===== src/rtl/decode_pkg.sv =====
// Shared definitions for the ID stage and the downstream EX/MEM/WB stages:
// opcode constants, ALU operation encodings and the control bundle layouts.
package decode_pkg;

  localparam logic [5:0] OP_RTYPE = 6'h00;
  localparam logic [5:0] OP_LW    = 6'h23;
  localparam logic [5:0] OP_SW    = 6'h2B;
  localparam logic [5:0] OP_BEQ   = 6'h04;

  typedef enum logic [1:0] {
    ALUOP_ADD   = 2'b00,
    ALUOP_SUB   = 2'b01,
    ALUOP_FUNCT = 2'b10
  } aluop_t;

  // Bit positions inside the packed bundles, for stages that slice them
  localparam int WB_REGWRITE_BIT = 1;
  localparam int WB_MEMTOREG_BIT = 0;
  localparam int M_BRANCH_BIT    = 2;
  localparam int M_MEMREAD_BIT   = 1;
  localparam int M_MEMWRITE_BIT  = 0;
  localparam int EX_REGDST_BIT   = 3;
  localparam int EX_ALUOP_HI_BIT = 2;
  localparam int EX_ALUOP_LO_BIT = 1;
  localparam int EX_ALUSRC_BIT   = 0;

  typedef struct packed {
    logic regwrite;
    logic memtoreg;
  } wb_ctrl_t;

  typedef struct packed {
    logic branch;
    logic memread;
    logic memwrite;
  } m_ctrl_t;

  typedef struct packed {
    logic   regdst;
    aluop_t aluop;
    logic   alusrc;
  } ex_ctrl_t;

endpackage


===== src/rtl/decode_if.sv =====
// IF/ID inputs, MEM/WB write-back inputs and ID/EX outputs of the decode stage.
interface decode_if #(
  parameter int DATA_W     = 32,
  parameter int REG_ADDR_W = 5
);

  logic [31:0]           if_id_instr;
  logic [DATA_W-1:0]     if_id_npc;
  logic                  mem_wb_reg_write;
  logic [REG_ADDR_W-1:0] mem_wb_write_reg;
  logic [DATA_W-1:0]     mem_wb_write_data;
  logic [1:0]            id_ex_wb;
  logic [2:0]            id_ex_m;
  logic [3:0]            id_ex_ex;
  logic [DATA_W-1:0]     id_ex_npc;
  logic [DATA_W-1:0]     id_ex_readdat1;
  logic [DATA_W-1:0]     id_ex_readdat2;
  logic [DATA_W-1:0]     id_ex_sign_ext;
  logic [4:0]            id_ex_instr_2016;
  logic [4:0]            id_ex_instr_1511;

  modport master (
    output if_id_instr, if_id_npc, mem_wb_reg_write, mem_wb_write_reg, mem_wb_write_data,
    input  id_ex_wb, id_ex_m, id_ex_ex, id_ex_npc, id_ex_readdat1, id_ex_readdat2,
           id_ex_sign_ext, id_ex_instr_2016, id_ex_instr_1511
  );

  modport slave (
    input  if_id_instr, if_id_npc, mem_wb_reg_write, mem_wb_write_reg, mem_wb_write_data,
    output id_ex_wb, id_ex_m, id_ex_ex, id_ex_npc, id_ex_readdat1, id_ex_readdat2,
           id_ex_sign_ext, id_ex_instr_2016, id_ex_instr_1511
  );

endinterface


===== src/rtl/decode_regfile.sv =====
// 2-read / 1-write register file with register 0 hardwired to zero and a
// write-first bypass so a same-cycle write-back is visible to the decode.
module decode_regfile #(
  parameter int DATA_W = 32,
  parameter int ADDR_W = 5
) (
  input  logic              clk,
  input  logic              rst,
  input  logic [ADDR_W-1:0] rd_addr1,
  input  logic [ADDR_W-1:0] rd_addr2,
  output logic [DATA_W-1:0] rd_data1,
  output logic [DATA_W-1:0] rd_data2,
  input  logic              wr_en,
  input  logic [ADDR_W-1:0] wr_addr,
  input  logic [DATA_W-1:0] wr_data
);

  logic [DATA_W-1:0] regs [2**ADDR_W];
  logic              wr_active;

  // A write only takes effect outside reset and never to register 0
  assign wr_active = wr_en && (wr_addr != '0) && !rst;

  // Storage update: reset clears the whole array and drops any write-back
  always_ff @(posedge clk) begin
    if (rst) begin
      for (int i = 0; i < 2**ADDR_W; i++) begin
        regs[i] <= '0;
      end
    end else if (wr_active) begin
      regs[wr_addr] <= wr_data;
    end
  end

  // Combinational reads with write-first bypass and a forced-zero register 0
  always_comb begin
    rd_data1 = regs[rd_addr1];
    rd_data2 = regs[rd_addr2];
    if (rd_addr1 == '0) begin
      rd_data1 = '0;
    end else if (wr_active && (wr_addr == rd_addr1)) begin
      rd_data1 = wr_data;
    end
    if (rd_addr2 == '0) begin
      rd_data2 = '0;
    end else if (wr_active && (wr_addr == rd_addr2)) begin
      rd_data2 = wr_data;
    end
  end

endmodule


===== src/rtl/decode.sv =====
// MIPS instruction-decode stage: control decode, register read, immediate
// sign extension and the ID/EX pipeline latch.
module decode
  import decode_pkg::*;
#(
  parameter int DATA_W     = 32,
  parameter int REG_ADDR_W = 5
) (
  input  logic     clk,
  input  logic     rst,
  decode_if.slave  bus
);

  logic [5:0]        opcode;
  logic [DATA_W-1:0] read1;
  logic [DATA_W-1:0] read2;
  logic [DATA_W-1:0] sign_ext;
  wb_ctrl_t          wb_c;
  m_ctrl_t           m_c;
  ex_ctrl_t          ex_c;

  assign opcode   = bus.if_id_instr[31:26];
  assign sign_ext = {{(DATA_W-16){bus.if_id_instr[15]}}, bus.if_id_instr[15:0]};

  decode_regfile #(
    .DATA_W (DATA_W),
    .ADDR_W (REG_ADDR_W)
  ) u_regfile (
    .clk      (clk),
    .rst      (rst),
    .rd_addr1 (bus.if_id_instr[25:21]),
    .rd_addr2 (bus.if_id_instr[20:16]),
    .rd_data1 (read1),
    .rd_data2 (read2),
    .wr_en    (bus.mem_wb_reg_write),
    .wr_addr  (bus.mem_wb_write_reg),
    .wr_data  (bus.mem_wb_write_data)
  );

  // Opcode to control bundles; unknown opcodes become bubbles
  always_comb begin
    wb_c = '0;
    m_c  = '0;
    ex_c = '0;
    case (opcode)
      OP_RTYPE: begin
        wb_c.regwrite = 1'b1;
        ex_c.regdst   = 1'b1;
        ex_c.aluop    = ALUOP_FUNCT;
      end
      OP_LW: begin
        wb_c.regwrite = 1'b1;
        wb_c.memtoreg = 1'b1;
        m_c.memread   = 1'b1;
        ex_c.aluop    = ALUOP_ADD;
        ex_c.alusrc   = 1'b1;
      end
      OP_SW: begin
        m_c.memwrite  = 1'b1;
        ex_c.aluop    = ALUOP_ADD;
        ex_c.alusrc   = 1'b1;
      end
      OP_BEQ: begin
        m_c.branch    = 1'b1;
        ex_c.aluop    = ALUOP_SUB;
      end
      default: begin
      end
    endcase
  end

  // ID/EX latch: loads every non-reset cycle, cleared by reset
  always_ff @(posedge clk) begin
    if (rst) begin
      bus.id_ex_wb         <= '0;
      bus.id_ex_m          <= '0;
      bus.id_ex_ex         <= '0;
      bus.id_ex_npc        <= '0;
      bus.id_ex_readdat1   <= '0;
      bus.id_ex_readdat2   <= '0;
      bus.id_ex_sign_ext   <= '0;
      bus.id_ex_instr_2016 <= '0;
      bus.id_ex_instr_1511 <= '0;
    end else begin
      bus.id_ex_wb         <= wb_c;
      bus.id_ex_m          <= m_c;
      bus.id_ex_ex         <= ex_c;
      bus.id_ex_npc        <= bus.if_id_npc;
      bus.id_ex_readdat1   <= read1;
      bus.id_ex_readdat2   <= read2;
      bus.id_ex_sign_ext   <= sign_ext;
      bus.id_ex_instr_2016 <= bus.if_id_instr[20:16];
      bus.id_ex_instr_1511 <= bus.if_id_instr[15:11];
    end
  end

endmodule


===== src/flat_wrapper.sv =====
// flat-port wrapper written by rule: the top's interface ports become plain ports
module decode_flat import decode_pkg::*;
#(
  parameter int DATA_W     = 32,
  parameter int REG_ADDR_W = 5
)
  (clk, rst, bus_if_id_instr, bus_if_id_npc, bus_mem_wb_reg_write, bus_mem_wb_write_reg, bus_mem_wb_write_data, bus_id_ex_wb, bus_id_ex_m, bus_id_ex_ex, bus_id_ex_npc, bus_id_ex_readdat1, bus_id_ex_readdat2, bus_id_ex_sign_ext, bus_id_ex_instr_2016, bus_id_ex_instr_1511);
  decode_if #(.DATA_W(DATA_W), .REG_ADDR_W(REG_ADDR_W)) bus_i ();
  input  logic clk;
  input  logic rst;
  input wire logic [$bits(bus_i.if_id_instr)-1:0] bus_if_id_instr;
  input wire logic [$bits(bus_i.if_id_npc)-1:0] bus_if_id_npc;
  input wire logic [$bits(bus_i.mem_wb_reg_write)-1:0] bus_mem_wb_reg_write;
  input wire logic [$bits(bus_i.mem_wb_write_reg)-1:0] bus_mem_wb_write_reg;
  input wire logic [$bits(bus_i.mem_wb_write_data)-1:0] bus_mem_wb_write_data;
  output wire logic [$bits(bus_i.id_ex_wb)-1:0] bus_id_ex_wb;
  output wire logic [$bits(bus_i.id_ex_m)-1:0] bus_id_ex_m;
  output wire logic [$bits(bus_i.id_ex_ex)-1:0] bus_id_ex_ex;
  output wire logic [$bits(bus_i.id_ex_npc)-1:0] bus_id_ex_npc;
  output wire logic [$bits(bus_i.id_ex_readdat1)-1:0] bus_id_ex_readdat1;
  output wire logic [$bits(bus_i.id_ex_readdat2)-1:0] bus_id_ex_readdat2;
  output wire logic [$bits(bus_i.id_ex_sign_ext)-1:0] bus_id_ex_sign_ext;
  output wire logic [$bits(bus_i.id_ex_instr_2016)-1:0] bus_id_ex_instr_2016;
  output wire logic [$bits(bus_i.id_ex_instr_1511)-1:0] bus_id_ex_instr_1511;
  assign bus_i.if_id_instr = bus_if_id_instr;
  assign bus_i.if_id_npc = bus_if_id_npc;
  assign bus_i.mem_wb_reg_write = bus_mem_wb_reg_write;
  assign bus_i.mem_wb_write_reg = bus_mem_wb_write_reg;
  assign bus_i.mem_wb_write_data = bus_mem_wb_write_data;
  assign bus_id_ex_wb = bus_i.id_ex_wb;
  assign bus_id_ex_m = bus_i.id_ex_m;
  assign bus_id_ex_ex = bus_i.id_ex_ex;
  assign bus_id_ex_npc = bus_i.id_ex_npc;
  assign bus_id_ex_readdat1 = bus_i.id_ex_readdat1;
  assign bus_id_ex_readdat2 = bus_i.id_ex_readdat2;
  assign bus_id_ex_sign_ext = bus_i.id_ex_sign_ext;
  assign bus_id_ex_instr_2016 = bus_i.id_ex_instr_2016;
  assign bus_id_ex_instr_1511 = bus_i.id_ex_instr_1511;
  decode #(.DATA_W(DATA_W), .REG_ADDR_W(REG_ADDR_W)) u_core (.clk(clk), .rst(rst), .bus(bus_i));
endmodule

===== config.mk =====
export PLATFORM = sky130hd
export DESIGN_NAME = decode_flat
export DESIGN_NICKNAME = d
export VERILOG_FILES = /design/src/rtl/decode_pkg.sv /design/src/rtl/decode_if.sv /design/src/rtl/decode_regfile.sv /design/src/rtl/decode.sv /design/src/flat_wrapper.sv
export SDC_FILE = /design/constraint.sdc
export NUM_CORES = 2
export LEC_CHECK = 0
export CORE_MARGIN = 2
export CORE_UTILIZATION = 60
export CTS_CLUSTER_SIZE = 24
export DETAILED_ROUTE_END_ITERATION = 7
export DONT_BUFFER_PORTS = 1
export PLACE_DENSITY = 0.82
export SLEW_MARGIN = 5
export SYNTH_ARGS = -nofsm -noshare
export SYNTH_HDL_FRONTEND = slang
export SYNTH_SLANG_ARGS = --single-unit

===== constraint.sdc =====
create_clock -name clk -period 5.65 [get_ports clk]
set_input_delay 0.8475 -clock clk [delete_from_list [all_inputs] [get_ports clk]]
set_output_delay 0.8475 -clock clk [all_outputs]
set_load 0.005 [all_outputs]

==> parameters.txt <==
Parameter                              Value

Logic synthesis
  Post-synth top area share ... 0.528
  Syn_area_per_cell ... 14.2 um^2
  Cell taking the most area after synthesis ... edfxtp_1
  Post-synthesis instance total ... 4,088
  Top flip-flop cell by instance count after synthesis ... edfxtp_1
  Most numerous cell types in the synthesized netlist ... edfxtp_1 (1,024), and2_1 (995), mux4_2 (352)
  Combined area of all synthesized cells ... 58,200 um^2
  Synthesized flop and latch total ... 1,148
  Total of warnings raised by yosys ... 0
  Async set-or-reset flop fraction in the synthesized netlist ... 0
  Number of distinct library cells after synthesis ... 42
  Post-synthesis sequential area ratio ... 0.571
  Largest cells by area after synthesis ... edfxtp_1 (53%), mux4_2 (14%), and2_1 (11%)
  Dominant cell by count in the synthesized netlist ... edfxtp_1
  Number of enable flip-flop cells after synthesis ... 1,024

Global route
  Largest net degree at the start of global routing ... 323
  Global route total overflow ... 0
  GRT Total Usage ... 0.359
  Wire length of the first global-routing pass ... 255,000 um
  Initial antenna violation count ... 5
  Via count of the first global-routing pass ... 36,200

Timing
  Period minus WS final ... 3.41 ns
  Actual transition at the worst max-transition pin ... 1.59 ns
  Worst clock skew ... 0.0258 ns
  Max-Slew Margin vs Limit ... -0.0595
  Count of endpoints failing setup in the final report ... 0
  Worst hold margin ... 0.193 ns
  Setup TNS ... 0 ns
  Number of hold-slack violations in the final timing report ... 0
  Unrepaired setup endpoints after global routing ... false
  Number of max-slew violations in the final report ... 68
  Achievable Freq ... 293 MHz
  Fraction of the cycle the final worst path needs ... 0.604

Place
  Detailed Place HPWL ... 108,000 um
  Number of port buffers ... 0
  Final weighted congestion in routability-driven placement ... 0.979

CTS
  Post-CTS Setup Bufs ... 0
  Clock Sink Count ... 1,148
  Buffers from clock root to sink, at most ... 3
  Post-CTS resize count ... 0
  H-tree Lvls ... 3
  Clock Pin Slew Worst Setup and Hold Paths ... 0.06 ns
  CTS tree ... done
  Clock Latency Late Sink ... 0.73 ns
  # hold bufs at CTS ... 0
  TritonCTS buffer count ... 116
  Root Buffer ... clkbuf_16

Floorplanning
  Die area ... 99,500 um^2
  I/O pin count ... 251
  Initial Util ... 0.604
  Die height ... 315 um
  Area inside the core boundary ... 96,400 um^2
  Std-Cell Rows ... 114
  Die extent in x ... 315 um

Route
  Total routed wirelength ... 179,000 um
  Starting DRC count in detailed routing ... 6,570
  Vias after detailed routing ... 37,700
  Average detailed-routed wire length per instance ... 34.4 um
  DRT Pass-1 Iters ... 7
  Post-detailed-route DRC marker count ... 0
  Detail Route Antenna Nets ... 0
  Number of vias per cell ... 7.23

Hold path
  WHS Endpoint ... u_core.bus.id_ex_sign_ext[9]
  Hold Crit Depth ... 1
  Worst hold path class ... in2reg
  Worst Hold Launch ... rst

Worst setup path
  CP delay by family, top ... simple AND/OR/NAND/NOR gates
  Critical Path Stages ... 5
  Maximum fanout along the worst path ... 120
  Kind of critical path ... in2reg
  Kind of end point of the critical path ... flip-flop
  Delay contributed by the slowest stage of the critical path ... 0.89 ns
  Nature of the critical path startpoint ... primary input
  Crit path required time ... 5.99 ns
  Critical register-to-register path startpoint ... u_core.u_regfile.regs[8][31]
  Critical register-to-register path endpoint ... u_core.bus.id_ex_readdat1[31]
  Cells on worst reg2reg path ... 5
  Slowest stage cell on the critical path ... or2_2
  Worst path cell trace ... nor2b_1, nand3b_1, nor2_2, buf_4, or2_2
  Critical Path AT ... 3.75 ns
  Number of buffers and inverters on the critical path ... 1
  R2R Setup Slk ... 3.27 ns

Run status
  Violations in the final reports ... slew limit
  Status ... finished with violations

Job
  Max capacitance violation total ... 0

Final layout
  Share of layout cells above drive strength 1 ... 0.170
  Total number of nets in the final design ... 3,933
  Synth-to-Final Area Change ... 7.41%
  Filler Cells Inserted ... 6,579

Pwr
  Pwr Density ... 319 nW/um^2
  Worst vdd rail ir drop ... 0.258 mV
  LEAKAGE ... 22.1 nW
==> per-layer routing <==
metal | vias up | part of all wire | track usage
met4 | 2 | 0.057 | 0.162
li1 | 15000 | - | -
met3 | 559 | 0.16 | 0.121
met2 | 3398 | 0.45 | 0.549
met5 | - | 0.000084 | 0
met1 | 18700 | 0.33 | 0.470
==> kinds of logic (layout without fill, tap and decap cells) <==
group                  count (synthesis)  in the layout  share of synthesized area
other                                  1             33                  0.0000644
flip-flops                          1148           1148                      0.571
XOR/XNOR                              10             10                    0.00150
AO/OA/AOI/OAI                        517            517                     0.0708
buffers and inverters                457            270                     0.0339
AND/OR/NAND/NOR                     1283           1283                      0.132
multiplexers                         672            672                      0.191
==> stage by stage <==
stage                     cells  worst slack, ns  total power [mW]   util  cell area [um^2]
after floorplan            4119             2.92              11.5      -             58300
after global placement     4987             1.85              11.8  0.607             58500
final                      5209             2.24              20.0  0.649             62500
after CTS                  5208             2.49              19.8  0.648             62500
after global routing       5208             2.25              20.3  0.648             62500
after detailed placement   4987             1.73              11.9  0.607             58500
==> area by class of cell <==
type                       count  area (um^2)  area share
inverter                       4         15.0    0.000240
sequential                  1148        33200       0.531
clock inverter                62          657      0.0105
tap                         1276         1600      0.0255
timing repair buffer          45          338     0.00540
multi-input combinational   2514        23300       0.373
antenna                        1         2.50   0.0000400
clock buffer                 159         3380      0.0540
==> state kept, by name, indices dropped and copies added (netlist names) <==
signal                       cells
u_core.bus.id_ex_m               3
u_core.bus.id_ex_npc            32
u_core.bus.id_ex_readdat1       32
u_core.bus.id_ex_instr_2016      5
u_core.bus.id_ex_ex              3
u_core.bus.id_ex_instr_1511      4
u_core.bus.id_ex_sign_ext       12
u_core.u_regfile.regs         1024
u_core.bus.id_ex_wb              1
u_core.bus.id_ex_readdat2       32
==> how the worst max path moves through the flow <==
| stage | startpoint | end | slack (ns) |
|---|---|---|---|
| final | rst | u_core.u_regfile.regs[2][3] | 2.24 |
| after global routing | rst | u_core.u_regfile.regs[1][12] | 2.25 |
| after CTS | rst | u_core.u_regfile.regs[2][11] | 2.49 |
| after detailed placement | rst | u_core.u_regfile.regs[1][11] | 1.73 |
| after global placement | rst | u_core.u_regfile.regs[2][28] | 1.85 |
| after floorplan | bus_if_id_instr[21] | u_core.bus.id_ex_readdat1[31] | 2.92 |
==> where the power goes <==
group / switching (mW) / internal (mW) / leakage, nW / total (mW)
Sequential: 0.316 / 9.73 / 10.8 / 10.1
Combinational: 0.960 / 0.791 / 9.36 / 1.75
Clock: 3.43 / 4.74 / 1.98 / 8.17
Total: 4.71 / 15.3 / 22.1 / 20.0
==> cells in the final DEF (no fill, tap or decap), types with 3 or more instances in the layout <==
cell type / n
nor3_2: 3
mux4_2: 352
nor2_2: 27
clkinv_1: 11
nor2_1: 72
a221o_1: 64
o21ai_0: 64
dfxtp_1: 124
nand2_1: 36
inv_6: 3
clkbuf_1: 22
clkbuf_8: 10
nor2b_1: 54
xnor2_1: 5
inv_1: 3
nor3_1: 33
edfxtp_1: 1024
clkinv_4: 3
xor2_1: 5
conb_1: 32
nand3b_1: 5
buf_4: 45
clkbuf_16: 126
bufinv_16: 12
mux2i_1: 320
a221oi_1: 160
nor2b_4: 5
a21oi_1: 32
o21bai_1: 32
and2_1: 995
a22o_1: 64
or2_2: 31
nand3_1: 3
nor2_4: 5
a22oi_1: 96
clkinvlp_4: 5
clkinv_2: 24
Power figures use the tool's default switching activity.
